===== src/rtl/fetch_pkg.sv =====
// Shared constants and state encoding for the WISC-SP20 instruction-fetch stage.
package fetch_pkg;

    localparam int INS_W = 16;

    localparam logic [INS_W-1:0] RESET_PC = 16'h0000;
    localparam logic [INS_W-1:0] NOP_INS  = 16'h0800;
    localparam logic [4:0]       HALT_OP  = 5'b00000;

    typedef enum logic [2:0] {
        S_FETCH = 3'd0,
        S_WAIT  = 3'd1,
        S_DRAIN = 3'd2,
        S_HOLD  = 3'd3,
        S_HALT  = 3'd4
    } state_e;

    function automatic logic [4:0] opcode(input logic [INS_W-1:0] ins);
        return ins[15:11];
    endfunction

endpackage


===== src/rtl/fetch_unit_if.sv =====
// Instruction-memory handshake between the fetch stage (master) and imem (slave).
interface fetch_unit_if;
    import fetch_pkg::*;

    logic [INS_W-1:0] imem_addr;
    logic             imem_rd;
    logic [INS_W-1:0] imem_data;
    logic             imem_stall;
    logic             imem_done;

    modport master (
        output imem_addr, imem_rd,
        input  imem_data, imem_stall, imem_done
    );

    modport slave (
        input  imem_addr, imem_rd,
        output imem_data, imem_stall, imem_done
    );

endinterface


===== src/rtl/fetch_skid_buf.sv =====
// One-entry {ins, pc_plus2} skid buffer that catches a fetch completing while decode is stalled.
module fetch_skid_buf
    import fetch_pkg::*;
(
    input  logic             clk,
    input  logic             rst,
    input  logic             load,
    input  logic             unload,
    input  logic             clear,
    input  logic [INS_W-1:0] ins_d,
    input  logic [INS_W-1:0] pc_plus2_d,
    output logic [INS_W-1:0] ins_q,
    output logic [INS_W-1:0] pc_plus2_q,
    output logic             full
);

    always_ff @(posedge clk) begin
        if (rst || clear) begin
            full <= 1'b0;
        end else if (load) begin
            full <= 1'b1;
        end else if (unload) begin
            full <= 1'b0;
        end
    end

    // NOTE: the payload is deliberately not reset; it is only ever read while full is set.
    always_ff @(posedge clk) begin
        if (load) begin
            ins_q      <= ins_d;
            pc_plus2_q <= pc_plus2_d;
        end
    end

endmodule


===== src/rtl/fetch_unit.sv =====
// WISC-SP20 fetch stage: PC, imem handshake FSM, skid buffer and IF/ID register.
// Optional macro FETCH_ALIGN_CHECK_EN adds fetch_err and halts on an odd PC.
module fetch_unit #(
    parameter logic [15:0] RESET_PC = fetch_pkg::RESET_PC,
    parameter logic [15:0] NOP_INS  = fetch_pkg::NOP_INS,
    parameter logic [4:0]  HALT_OP  = fetch_pkg::HALT_OP
) (
    input  logic                      clk,
    input  logic                      rst,
    input  logic                      stall_decode,
    input  logic                      flush_fetch,
    input  logic [fetch_pkg::INS_W-1:0] redirect_pc,
    fetch_unit_if.master              imem,
    output logic [fetch_pkg::INS_W-1:0] if_id_ins,
    output logic [fetch_pkg::INS_W-1:0] if_id_pc_plus2,
    output logic                      if_id_valid,
    output logic                      halted
`ifdef FETCH_ALIGN_CHECK_EN
    ,
    output logic                      fetch_err
`endif
);
    import fetch_pkg::*;

    localparam logic [2:0] FETCH = S_FETCH;
    localparam logic [2:0] WAIT  = S_WAIT;
    localparam logic [2:0] DRAIN = S_DRAIN;
    localparam logic [2:0] HOLD  = S_HOLD;
    localparam logic [2:0] HALT  = S_HALT;

    logic [2:0]       state;
    logic [2:0]       deliver_next;
    logic [INS_W-1:0] pc;
    logic [INS_W-1:0] pc_plus2;
    logic             misaligned;
    logic             deliver;
    logic             buf_full;
    logic             skid_load;
    logic             skid_unload;
    logic [INS_W-1:0] buf_ins;
    logic [INS_W-1:0] buf_pc_plus2;

`ifdef FETCH_ALIGN_CHECK_EN
    assign misaligned = pc[0];
`else
    assign misaligned = 1'b0;
`endif

    assign pc_plus2       = pc + 16'd2;
    assign imem.imem_addr = pc;
    assign imem.imem_rd   = !rst && (state == FETCH) && !imem.imem_stall && !misaligned;
    assign halted         = (state == HALT);

    // A done only counts when it answers a request we actually have in flight.
    assign deliver     = imem.imem_done && (((state == FETCH) && imem.imem_rd) || (state == WAIT));
    assign skid_load   = !rst && !flush_fetch && deliver && stall_decode;
    assign skid_unload = !rst && !flush_fetch && buf_full && !stall_decode;

    // NOTE: every always_comb output gets a default first so no latch is inferred.
    always_comb begin
        deliver_next = FETCH;
        if (stall_decode) begin
            deliver_next = HOLD;
        end else if (opcode(imem.imem_data) == HALT_OP) begin
            deliver_next = HALT;
        end
    end

    fetch_skid_buf u_skid (
        .clk        (clk),
        .rst        (rst),
        .load       (skid_load),
        .unload     (skid_unload),
        .clear      (flush_fetch),
        .ins_d      (imem.imem_data),
        .pc_plus2_d (pc_plus2),
        .ins_q      (buf_ins),
        .pc_plus2_q (buf_pc_plus2),
        .full       (buf_full)
    );

    // NOTE: sequential state uses non-blocking assignments so all registers see pre-edge values.
    always_ff @(posedge clk) begin
        if (rst) begin
            state          <= FETCH;
            pc             <= RESET_PC;
            if_id_ins      <= NOP_INS;
            if_id_pc_plus2 <= '0;
            if_id_valid    <= 1'b0;
        end else if (flush_fetch) begin
            pc             <= redirect_pc;
            if_id_ins      <= NOP_INS;
            if_id_pc_plus2 <= '0;
            if_id_valid    <= 1'b0;
            // An unanswered request must have its done swallowed before refetching.
            if (!imem.imem_done &&
                ((state == WAIT) || (state == DRAIN) || ((state == FETCH) && imem.imem_rd))) begin
                state <= DRAIN;
            end else begin
                state <= FETCH;
            end
        end else begin
            if (deliver) begin
                pc <= pc_plus2;
            end

            if (!stall_decode) begin
                if (deliver) begin
                    if_id_ins      <= imem.imem_data;
                    if_id_pc_plus2 <= pc_plus2;
                    if_id_valid    <= 1'b1;
                end else if (buf_full) begin
                    if_id_ins      <= buf_ins;
                    if_id_pc_plus2 <= buf_pc_plus2;
                    if_id_valid    <= 1'b1;
                end else begin
                    if_id_ins      <= NOP_INS;
                    if_id_pc_plus2 <= '0;
                    if_id_valid    <= 1'b0;
                end
            end

            case (state)
                FETCH: begin
                    if (misaligned) begin
                        state <= HALT;
                    end else if (imem.imem_rd) begin
                        state <= imem.imem_done ? deliver_next : WAIT;
                    end
                end
                WAIT: begin
                    if (imem.imem_done) begin
                        state <= deliver_next;
                    end
                end
                DRAIN: begin
                    if (imem.imem_done) begin
                        state <= FETCH;
                    end
                end
                HOLD: begin
                    // A HALT caught in the skid buffer still stops fetch once it issues.
                    if (!stall_decode) begin
                        state <= (opcode(buf_ins) == HALT_OP) ? HALT : FETCH;
                    end
                end
                HALT:    state <= HALT;
                default: state <= FETCH;
            endcase
        end
    end

`ifdef FETCH_ALIGN_CHECK_EN
    always_ff @(posedge clk) begin
        if (rst || flush_fetch) begin
            fetch_err <= 1'b0;
        end else if ((state == FETCH) && misaligned) begin
            fetch_err <= 1'b1;
        end
    end
`endif

endmodule


===== src/flat_wrapper.sv =====
// flat-port wrapper written by rule: the top's interface ports become plain ports
module fetch_unit_flat import fetch_pkg::*;
#(
    parameter logic [15:0] RESET_PC = fetch_pkg::RESET_PC,
    parameter logic [15:0] NOP_INS  = fetch_pkg::NOP_INS,
    parameter logic [4:0]  HALT_OP  = fetch_pkg::HALT_OP
)
  (clk, rst, stall_decode, flush_fetch, redirect_pc, if_id_ins, if_id_pc_plus2, if_id_valid, halted, imem_imem_addr, imem_imem_rd, imem_imem_data, imem_imem_stall, imem_imem_done);
  fetch_unit_if imem_i ();
  input  logic clk;
  input  logic rst;
  input  logic stall_decode;
  input  logic flush_fetch;
  input  logic [fetch_pkg::INS_W-1:0] redirect_pc;
  output logic [fetch_pkg::INS_W-1:0] if_id_ins;
  output logic [fetch_pkg::INS_W-1:0] if_id_pc_plus2;
  output logic if_id_valid;
  output logic halted;
  output wire logic [$bits(imem_i.imem_addr)-1:0] imem_imem_addr;
  output wire logic [$bits(imem_i.imem_rd)-1:0] imem_imem_rd;
  input wire logic [$bits(imem_i.imem_data)-1:0] imem_imem_data;
  input wire logic [$bits(imem_i.imem_stall)-1:0] imem_imem_stall;
  input wire logic [$bits(imem_i.imem_done)-1:0] imem_imem_done;
  assign imem_imem_addr = imem_i.imem_addr;
  assign imem_imem_rd = imem_i.imem_rd;
  assign imem_i.imem_data = imem_imem_data;
  assign imem_i.imem_stall = imem_imem_stall;
  assign imem_i.imem_done = imem_imem_done;
  fetch_unit #(.RESET_PC(RESET_PC), .NOP_INS(NOP_INS), .HALT_OP(HALT_OP)) u_core (.clk(clk), .rst(rst), .stall_decode(stall_decode), .flush_fetch(flush_fetch), .redirect_pc(redirect_pc), .imem(imem_i), .if_id_ins(if_id_ins), .if_id_pc_plus2(if_id_pc_plus2), .if_id_valid(if_id_valid), .halted(halted));
endmodule

===== config.mk =====
export PLATFORM = sky130hd
export DESIGN_NAME = fetch_unit_flat
export DESIGN_NICKNAME = d
export VERILOG_FILES = /design/src/rtl/fetch_pkg.sv /design/src/rtl/fetch_unit_if.sv /design/src/rtl/fetch_skid_buf.sv /design/src/rtl/fetch_unit.sv /design/src/flat_wrapper.sv
export SDC_FILE = /design/constraint.sdc
export NUM_CORES = 1
export LEC_CHECK = 0
export CAP_MARGIN = 5
export CORE_MARGIN = 2
export CORE_UTILIZATION = 54
export CTS_CLUSTER_SIZE = 10
export DETAILED_ROUTE_END_ITERATION = 10
export MAX_ROUTING_LAYER = met4
export PLACE_DENSITY_LB_ADDON = 0.1
export SETUP_SLACK_MARGIN = 0.2
export SLEW_MARGIN = 20
export SYNTH_ARGS = -nofsm -noshare
export SYNTH_HDL_FRONTEND = slang
export SYNTH_HIERARCHICAL = 1
export SYNTH_SLANG_ARGS = --single-unit
export TNS_END_PERCENT = 100

===== constraint.sdc =====
create_clock -name clk -period 9.05 [get_ports clk]
set_input_delay 0.905 -clock clk [delete_from_list [all_inputs] [get_ports clk]]
set_output_delay 0.905 -clock clk [all_outputs]
set_load 0.005 [all_outputs]

# Yosys cells after proc, flatten, opt, wreduce, memory -nomap -nowiden
# Cells that the tools add are included.
# op_classes
n_bitwise,0
mul,0
n_lt_le_gt_ge,0
n_reduce_logical,26
addsub,1
n_mux,21
div,0
n_shift,0
eq_ne,8
# ops
cell,n
16-bit 2-to-1 mux,6
3-bit 2-to-1 mux,9
16-bit by 2-bit adder with 16-bit output (second input constant),1
3-bit case mux with 5 select lines,1
1-bit logical AND,10
5-bit logical NOT,2
3-bit != test (second input constant),3
3-bit by 2-bit equality test with 1-bit output (second input constant),2
1-bit logical NOT,5
1-bit logical OR,4
1-bit 2-to-1 mux,4
4-bit AND reduction,1
2-bit nonzero test,2
3-bit by 1-bit equality test with 1-bit output (second input constant),1
3-bit equality test (second input constant),1
3-bit logical NOT,1
3-bit by 2-bit != test with 1-bit output (second input constant),1
2-bit 2-to-1 mux,1
2-bit OR reduction,1
# totals
mem_bits_rw,0
input_bits,38
n_memories,0
out_inout_bits,51
word_cells,64
ff_bits,85
latchBits,0
mem_bits_ro,0

# Longest topological paths before layout
# depth
word_depth,9
mapped_depth,7
depth_no_buf,6

# Cells and area by module
# The synthesis kept the hierarchy.
# modules_own_cells
module,n_inst,area_per_inst_um2,cells_each
fetch_unit,1,2827.7,360
fetch_skid_buf,1,1006.0,36

# Least setup slack after synthesis
# Ideal clock, no wire load.
# synth_timing
path_type,in2reg
from,in rst
to,reg u_core.u_skid.ins_q[0] (enable)
required_time_ns,8.587
arrival_ns,3.801
cell_stages,4
slack_ns,4.786
setup_time_ns,0.463
cell_sequence,o21bai_1 -> nand2_1 -> clkbuf_1 -> nor3_1
# synth_via
elab_chain_cells,8
elab_cells_between_ends,9
# synth_rtl
element,line,text
start: declaration,flat_wrapper.sv:11,input logic rst;
1-bit logical NOT *,"fetch_unit.sv:51, fetch_unit.sv:56",
1-bit logical AND (2 in series),fetch_unit.sv:51,assign imem.imem_rd = !rst && (state == FETCH) && !imem.imem_stall && !misaligned;
1-bit logical AND,fetch_unit.sv:55,assign deliver = imem.imem_done && (((state == FETCH) && imem.imem_rd) || (state == WAIT));
1-bit logical OR,fetch_unit.sv:55,
1-bit logical AND,fetch_unit.sv:55,
1-bit logical AND * (2 in series),fetch_unit.sv:56,assign skid_load = !rst && !flush_fetch && deliver && stall_decode;
named net u_core.skid_load,fetch_unit.sv:38,logic skid_load;
end signal: assignment,fetch_skid_buf.sv:30,ins_q <= ins_d;
end: declaration,fetch_skid_buf.sv:12,"output logic [INS_W-1:0] ins_q,"
# Mark *: on every way through the listed nets, which the timed path passes. The rest lies on a longest branch.
# A chain may end at the register's enable or synchronous reset.

# Worst setup path after layout
# layout_timing
from,in rst
to,out imem_imem_rd
# layout_via
elab_chain_cells,3
# layout_rtl
element,line,text
1-bit logical NOT,fetch_unit.sv:51,
1-bit logical AND (2 in series),fetch_unit.sv:51,
end: declaration,flat_wrapper.sv:20,output wire logic [$bits(imem_i.imem_rd)-1:0] imem_imem_rd;
# Every way passes these cells.

==> impl_metrics.py <==
metrics = {
    "run_status": {
        "status": "finished, final reports clean",
    },
    "sta": {
        "setup_viol": 0,
        "slew_headroom_pct": 33.1,
        "rsz0062_at_grt": "false",
        "finalHoldViolations": 0,
        "finalClockSkew_ns": 0.00956,
        "fin_setup_tns_ns": 0,
        "finalCritPeriodShare_pct": 40.6,
        "max_freq_mhz": 272,
        "final_max_slew_viol_count": 0,
        "tightestPinTransition_ns": 1.00,
        "finalWorstSetupSlack_ns": 5.38,
        "min_period_ns": 3.67,
    },
    "setup_path": {
        "worst-r2r-setup-slack_ns": 6.78,
        "path_buf_inv": 2,
        "worstSetupPathType": "primary input to output port",
        "crit_chain": "clkdlybuf4s50_1 > nor2_1 > and3b_1 > clkdlybuf4s50_1",
        "cp_max_fo": 24,
        "start_kind": "primary input",
        "end_kind": "output port",
        "crit_slowest_cell": "clkdlybuf4s50_1",
        "critPathTopFamily": "buffers and inverters",
        "crit_top_cell": "clkdlybuf4s50_1",
        "max_stage_delay_ns": 0.87,
        "cp_data_arrival_time_ns": 2.77,
        "required_ns": 8.15,
    },
    "die": {
        "die_h_um": 88.3,
        "core_area_um2": 6830,
        "num_io_pins": 89,
        "die-area_um2": 7790,
        "start_util_pct": 56.1,
        "die_w_um": 88.3,
        "num_rows": 30,
    },
    "drt": {
        "top_layer": "met4",
        "dr_wl_met3_um": 561,
        "dr_wl_met2_um": 4320,
        "wl_um": 9180,
        "m1WireLength_um": 4060,
        "first_iter_violations": 188,
        "wl_per_cell_um": 16.2,
        "drt-pass1-iter-count": 5,
        "vias_per_cell": 5.76,
        "ant_nets": 0,
        "drc": 0,
        "vias": 3259,
    },
    "global_routing": {
        "grt_pass1_wl_um": 14600,
        "grt_antenna_before_repair": 0,
        "gr-total-overflow": 0,
        "grt_max_degree": 56,
        "grt_pass1_vias": 2995,
        "grtUsageTotal_pct": 25.0,
    },
    "clocking": {
        "cts_htree_levels": 3,
        "cts_hold_buf": 0,
        "clkTransAtPathRegs_ns": 0.09,
        "clk_latency_ns": 0.35,
        "cts_setup_buffers": 0,
        "cts_tree": "yes",
        "cts.path.max_buffers": 2,
        "cts.repair.resized": 0,
        "cts_inserted_buffers": 9,
        "cts_sinks": 85,
        "root_buffer": "clkbuf_8",
    },
    "logic_synthesis": {
        "yosys-top-cells-area": "dfxtp_1 28%, edfxtp_1 25%, nand3_1 5.5%, nand2_1 4.4%, o211a_1 4.2%",
        "synth_edf_count": 32,
        "avgSynthCellArea_um2": 9.68,
        "syn_inst": 396,
        "syn_area_um2": 3830,
        "synth_most_common_cell": "dfxtp_1",
        "synth_common_cells": "53 x dfxtp_1, 45 x nand2_1, 42 x nand3_1, 32 x edfxtp_1, 31 x nor2_1",
        "synthArstFlopShare_pct": 0,
        "synth_top_cell_by_area": "dfxtp_1",
        "synth_top_cell_area_share_pct": 27.7,
        "synth-seq-cells": 85,
        "yosysWarningCount": 6,
        "synthFlopType": "dfxtp_1",
        "ys_seq_area_share_pct": 52.7,
        "synth.distinct_cells": 50,
        "syn-num-nets": 435,
    },
    "cells_and_area": {
        "drive_above_1_share_pct": 6.60,
        "area_delta_synth_final_pct": 28.0,
        "antenna_cells": 0,
        "nets": 504,
    },
    "place": {
        "dp_hpwl_um": 6240,
        "dpl_worst_slack_ns": 5.37,
        "port_buffers": 88,
        "place.gp.congestion": 0.834,
    },
    "power": {
        "total_power_w": 0.000765,
        "p_leak_nw": 1.80,
        "p_per_area_nw_per_um2": 156,
        "ir_drop_mv": 0.0795,
    },
    "flow_run": {
        "drv_cap": 0,
    },
    "hold_path": {
        "min_path_type": "flop to flop",
    },
}
[layout by cell type, fill, tap and decap left out, types with 3 or more instances in the layout]
cell / instances
nand4_1: 8
buf_4: 5
a31oi_1: 9
or3_1: 5
inv_1: 3
edfxtp_1: 32
o21ai_0: 17
nand2_1: 45
nor2_1: 30
nand3_1: 42
a311oi_1: 3
a21oi_1: 12
nor4_1: 4
a221oi_1: 4
clkdlybuf4s50_1: 88
o311a_1: 3
xor2_1: 12
nor3_1: 4
clkbuf_8: 9
clkinvlp_4: 3
xnor2_1: 14
dfxtp_1: 53
a211oi_1: 10
and4_1: 3
nand2b_1: 3
o211a_1: 16
[logic make-up (layout without fill, tap and decap cells)]
logic type      count (synthesis)  count (layout)  share of synthesized area [%]
mux                             1               1                          0.261
compound gates                 83              83                           15.7
fa+ha+maj                       1               1                          0.326
flops                          85              85                           52.7
xor+xnor                       26              26                           5.94
buf+inv                        40             114                           4.50
simple gates                  160             160                           20.6
[report_power, final]
group	switching (W)	internal, W	leakage, nW	total [W]
clock	0.000141	0.000103	0.0842	0.000243
combinational	0.0000472	0.0000502	0.994	0.0000973
sequential	0.0000154	0.000408	0.727	0.000424
[state kept, by name, indices dropped and copies added, names as in the netlist]
| signal | cells |
|---|---|
| u_core/u_skid/full | 1 |
| u_core/if_id_ins | 16 |
| u_core/state | 3 |
| u_core/u_skid/pc_plus2_q | 16 |
| u_core/if_id_pc_plus2 | 16 |
| u_core/if_id_valid | 1 |
| u_core/u_skid/ins_q | 16 |
| u_core/imem.imem_addr | 16 |
[path summary, 6_finish.rpt]
kind                                     startpoint                          end  cells after the start
worst max-delay path                            rst                 imem_imem_rd                      4
worst min register to register  u_core/if_id_ins[0]          u_core/if_id_ins[0]                      1
worst min-delay path            u_core/if_id_ins[0]          u_core/if_id_ins[0]                      1
worst max register to register      u_core/state[0]  u_core/u_skid/pc_plus2_q[7]                      5
[worst register-to-register path: cells and delay by family, from the launching register on]
family	cells	cell delay (ns)
AO/OA/AOI/OAI	1	0.23
AND/OR/NAND/NOR	2	0.52
buffers and inverters	2	0.63
flip-flops	1	0.59
[stage by stage]
| step | utilization (%) | hold slack, ns | cell area (µm²) | instances |
|---|---|---|---|---|
| 2_1_floorplan | - | 0.452 | 3830 | 396 |
| 3_3_place_gp | 69.2 | 0.460 | 4730 | 550 |
| 3_5_place_dp | 69.2 | 0.465 | 4730 | 550 |
| 4_1_cts | 71.8 | 0.487 | 4910 | 566 |
| 5_1_grt | 71.8 | 0.503 | 4910 | 566 |
| 6_report | 71.8 | 0.484 | 4910 | 566 |
[metal layers]
layer  global-route usage, %  vias up
li1                        -     1574
met1                    33.6     1520
met2                    38.4      144
met3                    4.01       21
met4                    9.37        0
met5                       -        -
[final cells by class]
class	instances	area, µm²
inverters	5	18.8
flip-flops and latches	85	2020
well taps	96	120
repair buffers	93	918
fillers	538	1930
clock inverters	7	56.3
multi-input cells	271	1650
clock buffers	9	124
(Power assumes the default switching activity.)
